==> src/rtl/adder_pkg.sv <==
// adder_pkg: shared state encoding and width for the adder accumulator slice
package adder_pkg;

    typedef enum logic [1:0] {IDLE, ADD, HOLD} acc_state_t;

    localparam int ADDER_WIDTH = 16;

endpackage

==> src/rtl/run_edge_detect.sv <==
// run_edge_detect: rising-edge detector whose history resets high so a held input stays quiet
module run_edge_detect (
    input  logic clk,
    input  logic rst_n,
    input  logic d,
    output logic rise
);

    logic q;

    always_ff @(posedge clk or negedge rst_n)
        if (!rst_n) q <= 1'b1;
        else        q <= d;

    assign rise = d & ~q;

endmodule

==> src/rtl/adder_accumulator_ctrl.sv <==
// adder_accumulator_ctrl: holds A/B for an external adder and captures Sum/CO once per Run press
module adder_accumulator_ctrl
    import adder_pkg::*;
#(
    parameter int WIDTH         = ADDER_WIDTH,
    parameter int SETTLE_CYCLES = 2
) (
    input  logic             Clk,
    input  logic             Reset,
    input  logic             Run,
    input  logic             ClearA_LoadB,
    input  logic [WIDTH-1:0] SW,
    input  logic [WIDTH-1:0] Sum,
    input  logic             CO,
    output logic [WIDTH-1:0] A,
    output logic [WIDTH-1:0] B,
    output logic             Carry,
    output logic             Busy,
    output logic             Done
);

    localparam int CW = $clog2(SETTLE_CYCLES + 1);

    acc_state_t    state;
    logic [CW-1:0] cnt;
    logic          run_rise;

    run_edge_detect u_run_edge (
        .clk  (Clk),
        .rst_n(Reset),
        .d    (Run),
        .rise (run_rise)
    );

    // A/B stay frozen outside IDLE so the adder sees stable inputs for the whole settle window
    always_ff @(posedge Clk or negedge Reset) begin
        if (!Reset) begin
            state <= IDLE;
            cnt   <= '0;
            A     <= '0;
            B     <= '0;
            Carry <= 1'b0;
            Busy  <= 1'b0;
            Done  <= 1'b0;
        end else begin
            Done <= 1'b0;
            case (state)
                IDLE: begin
                    if (ClearA_LoadB) begin
                        A     <= '0;
                        B     <= SW;
                        Carry <= 1'b0;
                    end else if (run_rise) begin
                        state <= ADD;
                        cnt   <= CW'(SETTLE_CYCLES - 1);
                        Busy  <= 1'b1;
                    end
                end
                ADD: begin
                    if (cnt != '0) begin
                        cnt <= cnt - CW'(1);
                    end else begin
                        A     <= Sum;
                        Carry <= CO;
                        Done  <= 1'b1;
                        state <= HOLD;
                    end
                end
                HOLD: begin
                    if (!Run) begin
                        state <= IDLE;
                        Busy  <= 1'b0;
                    end
                end
                default: begin
                    state <= IDLE;
                    Busy  <= 1'b0;
                end
            endcase
        end
    end

endmodule

==> config.mk <==
export PLATFORM = sky130hd
export DESIGN_NAME = adder_accumulator_ctrl
export DESIGN_NICKNAME = d
export VERILOG_FILES = /design/src/rtl/adder_pkg.sv /design/src/rtl/run_edge_detect.sv /design/src/rtl/adder_accumulator_ctrl.sv
export SDC_FILE = /design/constraint.sdc
export NUM_CORES = 1
export LEC_CHECK = 0
export BUFFER_PORTS_ARGS = -buffer_cell sky130_fd_sc_hd__buf_2
export CAP_MARGIN = 20
export CORE_ASPECT_RATIO = 1.1
export CORE_MARGIN = 2
export CORE_UTILIZATION = 46
export CTS_BUF_LIST = sky130_fd_sc_hd__clkbuf_4
export DETAILED_ROUTE_END_ITERATION = 6
export PLACE_DENSITY = 0.77
export RECOVER_POWER = 25
export SYNTH_ARGS = -nofsm -noshare
export SYNTH_HDL_FRONTEND = slang
export SYNTH_HIERARCHICAL = 1
export SYNTH_SLANG_ARGS = --single-unit
==> constraint.sdc <==
create_clock -name Clk -period 1.87 [get_ports Clk]
set_input_delay 0.187 -clock Clk [delete_from_list [all_inputs] [get_ports Clk]]
set_output_delay 0.187 -clock Clk [all_outputs]
set_load 0.01 [all_outputs]
Yosys cells after proc, flatten, opt, wreduce, memory -nomap -nowiden. Cells that the tools add are included.

Register bits after elaboration: 40. Logic and storage cells: 47. Output and inout bits: 35. Input port bits: 37.

$add $sub $neg: 1. Muxes and demuxes: 19. Equality and inequality tests: 8. Bitwise logic cells: 3. Reductions and logical operators: 8.

Operator list (count): 2-to-1 mux 16 bit (2); one-hot mux 16 bit (2 select lines) (1); != test 2 bit (second input constant) (6); AND reduction 4 bit (3); 2-to-1 mux 2 bit (5); 2-to-1 mux 1 bit (7); one-hot mux 2 bit (3 select lines) (1); one-hot mux 2 bit (2 select lines) (1); nonzero test 2 bit (2); one-hot mux 1 bit (3 select lines) (1); AND reduction 3 bit (1); == test 2 x 1 -> 1 bit (second input constant) (1); == test 2 bit (second input constant) (1); zero test 2 bit (1); NOT 1 bit (2); one-hot mux 1 bit (2 select lines) (1); AND reduction 2 bit (1); subtractor 2 x 1 -> 2 bit (second input constant) (1); AND 1 bit (1).

Logic depth before layout (Yosys ltp).
Depth after elaboration: 5. Mapped depth: 7. Gate-level depth less buffers: 5.

Modules after synthesis. The synthesis kept the hierarchy.

By module, submodules not included: adder_accumulator_ctrl (sequential area each 975.9 sq um, cells each 140, area an instance 1712.9 sq um, times used 1); run_edge_detect (sequential area each 26.3 sq um, cells each 2, area an instance 40.0 sq um, times used 1).

Least setup slack after synthesis. OpenSTA, ideal clock, no wires.

Path type: reg-to-reg. Start point: reg state[0]. End point: reg B[10]. Setup time: 0.125 ns. Required time: 1.745 ns. Arrival time: 1.318 ns. Path buffers: 2. Cell stages (with the launch flop): 5. Period minus slack after synthesis: 1.443 ns. Setup slack: 0.427 ns. Cells stage by stage: dfrtp_1 -> buf_6 -> nor3b_4 -> buf_12 -> mux2_4.

Word-level cells in the longest chain between the ends: 2.

Ends and longest elaborated chain: start, declared (line adder_accumulator_ctrl.sv:24) `acc_state_t state;`; start signal, assigned (line adder_accumulator_ctrl.sv:38) `state <= IDLE;`; start signal, assigned (line adder_accumulator_ctrl.sv:54) `state <= ADD;`; start signal, assigned (line adder_accumulator_ctrl.sv:66) `state <= HOLD;`; zero test 2 bit (line adder_accumulator_ctrl.sv:47) `case (state)`; AND reduction 2 bit (no source line); end signal, assigned (line adder_accumulator_ctrl.sv:41) `B <= '0;`; end signal, assigned (line adder_accumulator_ctrl.sv:51) `B <= SW;`; end, declared (line adder_accumulator_ctrl.sv:16) `output logic [WIDTH-1:0] B,`.

Every way passes these cells. A chain may end at the register's enable or synchronous reset.

Worst setup path in the final report.
Start point: reg state[0]. End point: reg A[7].

Word-level cells in the longest chain between the ends: 3. Elaborated cells on any way between the ends: 7. Those cells by class: 3 x eq/ne; 1 x mux; 3 x reduce/logical.

Ends and longest elaborated chain: == test 2 x 1 -> 1 bit or zero test 2 bit (tied branches) (line adder_accumulator_ctrl.sv:47); != test 2 bit (no source line) or nonzero test 2 bit (tied branches); AND reduction 3 bit (no source line); end signal, assigned (line adder_accumulator_ctrl.sv:63) `A <= Sum;`; end, declared (line adder_accumulator_ctrl.sv:15) `output logic [WIDTH-1:0] A,`.

Parallel ways exist; a longest one is shown, timed or not.

==> impl_metrics.prom <==
# TYPE chip_impl_metric gauge
chip_impl_metric{name="clock_insertion_delay_worst_skew",unit="ns"} 0.33
chip_impl_metric{name="synth_async_sr_flop_share",unit=""} 1.000
chip_impl_metric{name="finish.utilization",unit=""} 0.6101
chip_impl_metric{name="viasPerCell",unit=""} 5.122
chip_impl_metric{name="drt_pass1_iterations",unit=""} 4
chip_impl_metric{name="syn_nets",unit=""} 180
chip_impl_metric{name="timing_worst_slew_pin_value",unit="ns"} 0.9461
chip_impl_metric{name="synth_edf_count",unit=""} 0
chip_impl_metric{name="wl_per_cell",unit="microns"} 13.23
chip_impl_metric{name="cts_setup_buffers",unit=""} 0
chip_impl_metric{name="layout.nets",unit=""} 258
chip_impl_metric{name="initial_core_util",unit=""} 0.4796
chip_impl_metric{name="finalHoldViolCount",unit=""} 0
chip_impl_metric{name="peakVddDrop",unit="V"} 0.0006086
chip_impl_metric{name="vias",unit=""} 1383
chip_impl_metric{name="timing.clock.skew",unit="ns"} 0.004436
chip_impl_metric{name="post_synthesis_cells",unit=""} 142
chip_impl_info{name="setup.worst_path.class",value="flip-flop to flip-flop"} 1
chip_impl_metric{name="detailedRoute.firstIterationViolations",unit=""} 25
chip_impl_metric{name="die_area",unit="sq um"} 4321
chip_impl_metric{name="final_layout_size_suffix_gt1_frac",unit=""} 0.4909
chip_impl_info{name="clk_root_buffer_cell",value="sky130_fd_sc_hd__clkbuf_4"} 1
chip_impl_metric{name="required",unit="ns"} 2.14
chip_impl_metric{name="antenna-diode-count",unit=""} 0
chip_impl_metric{name="synth.lib_cells_used.distinct",unit=""} 28
chip_impl_metric{name="buffer_ports.inserted",unit=""} 71
chip_impl_info{name="result_of_the_run",value="finished, final reports clean"} 1
chip_impl_info{name="synthFlopType",value="sky130_fd_sc_hd__dfrtp_1"} 1
chip_impl_metric{name="areaGrowthSynthToFinish",unit="%"} 27.19
chip_impl_metric{name="clk_transition_reported_paths",unit="ns"} 0.11
chip_impl_info{name="tritoncts",value="built"} 1
chip_impl_metric{name="floorplan.rows",unit=""} 23
chip_impl_metric{name="max_freq",unit="GHz"} 0.6449
chip_impl_info{name="top_count_cell_post_synth",value="sky130_fd_sc_hd__dfrtp_1"} 1
chip_impl_metric{name="clkSinkCount",unit=""} 40
chip_impl_metric{name="drcViolationCount",unit=""} 0
chip_impl_metric{name="grt_max_degree",unit=""} 41
chip_impl_metric{name="min_delay_path_depth",unit=""} 2
chip_impl_metric{name="detail-route-antenna-nets",unit=""} 0
chip_impl_metric{name="finalSetupViolCount",unit=""} 0
chip_impl_metric{name="power-per-cell-area",unit="nW/um^2"} 1558
chip_impl_metric{name="drv_slew",unit=""} 0
chip_impl_info{name="netlist_top_cells_count",value="39 x sky130_fd_sc_hd__dfrtp_1, 36 x sky130_fd_sc_hd__nand2_1, 17 x sky130_fd_sc_hd__a32oi_1, 10 x sky130_fd_sc_hd__mux2_4, 6 x sky130_fd_sc_hd__mux2_2"} 1
chip_impl_info{name="rsz0062_at_grt",value="no"} 1
chip_impl_metric{name="grt_pass1_wl",unit="microns"} 5782
chip_impl_metric{name="htree_num_levels",unit=""} 2
chip_impl_metric{name="synth_top_area_share",unit=""} 0.5567
chip_impl_info{name="leading_post_synthesis_cells_by_cell_area",value="sky130_fd_sc_hd__dfrtp_1 56%, sky130_fd_sc_hd__mux2_4 8.6%, sky130_fd_sc_hd__a32oi_1 8.5%"} 1
chip_impl_metric{name="synth.ff_latch_count",unit=""} 40
chip_impl_metric{name="design.core.area",unit="sq um"} 3655
chip_impl_metric{name="die_h",unit="microns"} 68.75
chip_impl_info{name="crit_start_category",value="flip-flop"} 1
chip_impl_metric{name="max_slew_margin",unit=""} 0.3693
chip_impl_metric{name="grt_util_all_layers",unit=""} 0.1729
chip_impl_metric{name="critPathMaxFanout",unit=""} 25
chip_impl_metric{name="final_period_minus_worst_setup_slack",unit="ns"} 1.551
chip_impl_metric{name="drt-total-wl",unit="microns"} 3571
chip_impl_metric{name="number_of_maximum_capacitance_constraint_violations",unit=""} 0
chip_impl_metric{name="power.static_leakage",unit="uW"} 0.001206
chip_impl_metric{name="syn_area",unit="sq um"} 1753
chip_impl_metric{name="worst-r2r-cell-count",unit=""} 4
chip_impl_metric{name="tritoncts.num_buffers",unit=""} 5
chip_impl_metric{name="die_width",unit="microns"} 62.86
chip_impl_metric{name="cts-root-to-sink-buffers",unit=""} 2
chip_impl_metric{name="final.period_utilization",unit=""} 0.8292
chip_impl_info{name="worst_setup_path_end_kind",value="flip-flop"} 1
chip_impl_metric{name="hpwlAfterDp",unit="microns"} 2559
chip_impl_metric{name="worstPathArrival",unit="ns"} 1.82
chip_impl_metric{name="synth-seq-area-share",unit=""} 0.5717
chip_impl_metric{name="antenna_violations_before_repair",unit=""} 0
chip_impl_info{name="post-synth-top-area-cell",value="sky130_fd_sc_hd__dfrtp_1"} 1
chip_impl_metric{name="syn-mean-instance-area",unit="sq um"} 12.34
chip_impl_metric{name="final.hold.worst_slack",unit="ns"} 0.08060
chip_impl_info{name="min-delay-path-class",value="primary input to flip-flop"} 1
chip_impl_metric{name="synth_warnings",unit=""} 6
chip_impl_metric{name="place.gp.congestion",unit=""} 0.7192
chip_impl_metric{name="grt_pass1_vias",unit=""} 1269
chip_impl_metric{name="top_level_ports",unit=""} 72
chip_impl_metric{name="grt-ovfl-total",unit=""} 0
## per-stage QoR
| step | power, uW | cells | worst slack [ns] | instance area [sq um] | setup TNS (ns) |
|---|---|---|---|---|---|
| finish | 3474 | 270 | 0.3193 | 2230 | 0 |
| global route | 3724 | 270 | 0.1870 | 2230 | 0 |
| CTS | 3511 | 270 | 0.1036 | 2231 | 0 |
| detailed placement | 3091 | 261 | 0.1552 | 2161 | 0 |
| global placement | 3021 | 260 | -0.08832 | 2150 | -1.170 |
| floorplan | 2526 | 142 | 0.4270 | 1753 | 0 |
## flip-flops by register name, summed over array words and instances (netlist names)
name          count
A                16
B                16
cnt               2
state             2
Busy              1
Carry             1
Done              1
u_run_edge/q      1
## layout make-up
type	instances	area [sq um]
clock buffers	6	45.04
clock inverters	1	5.005
fillers	343	1425
inverters	3	11.26
multi-input cells	89	668.1
flip-flops and latches	40	1002
well taps	50	62.56
repair buffers	81	435.4
## critical path, stage by stage, from the launching register on
cell and delay (ns):
sky130_fd_sc_hd__dfrtp_1 0.43, sky130_fd_sc_hd__buf_4 0.24, sky130_fd_sc_hd__o21bai_2 0.61, sky130_fd_sc_hd__nand2_1 0.11
sky130_fd_sc_hd__nand2_1 0.09
## path summary, 6_finish.rpt
path,start,end,slack [ns]
max in group asynchronous,Reset,A[7],0.69
hold / removal,SW[14],B[14],0.08
hold reg to reg,A[13],A[13],0.51
setup / recovery,state[0],A[7],0.32
min in group asynchronous,Reset,B[15],0.60
setup reg to reg,state[0],A[7],0.32
## kinds of logic after synthesis
family | after synthesis | share of synthesized area
muxes | 16 | 0.1242
and+or+nand+nor | 46 | 0.1213
buffers and inverters | 13 | 0.04854
DFF | 40 | 0.5717
adders and majority gates | 1 | 0.007137
AOI/OAI and AO/OA | 26 | 0.1271
## report_power, final
part           switching [uW]  internal (uW)
clock network             250            153
registers                 225           1230
logic                     845            772
## what timing repair did
action	4_1_cts	5_1_grt
endpoints found under the setup margin	0	1
hold endpoints to repair	40	0
gates resized for setup	0	1
hold buffers	2	0
## routing by layer
layer,wire (microns),global-route usage,part of all wire,up-vias
li1,-,-,-,662
met1,1597,0.2190,0.45,661
met2,1706,0.2992,0.48,57
met3,240,0.04708,0.067,3
met4,27,0.04167,0.0076,0
met5,0,0,0,-
## cells in the final DEF, fill, tap and decap left out, types with 2 or more instances in the layout
master                          Yosys  layout
sky130_fd_sc_hd__dfrtp_1           39      39
sky130_fd_sc_hd__inv_1              3       3
sky130_fd_sc_hd__clkbuf_4           0       6
sky130_fd_sc_hd__a32oi_1           17      17
sky130_fd_sc_hd__buf_2              4      70
sky130_fd_sc_hd__mux2_4            10      10
sky130_fd_sc_hd__a21oi_1            2       2
sky130_fd_sc_hd__mux2_2             6       6
sky130_fd_sc_hd__nand2b_1           2       2
sky130_fd_sc_hd__buf_4              0       6
sky130_fd_sc_hd__nand2_1           36      36
sky130_fd_sc_hd__dlygate4sd3_1      0       2
Power figures use the tool's default switching activity.
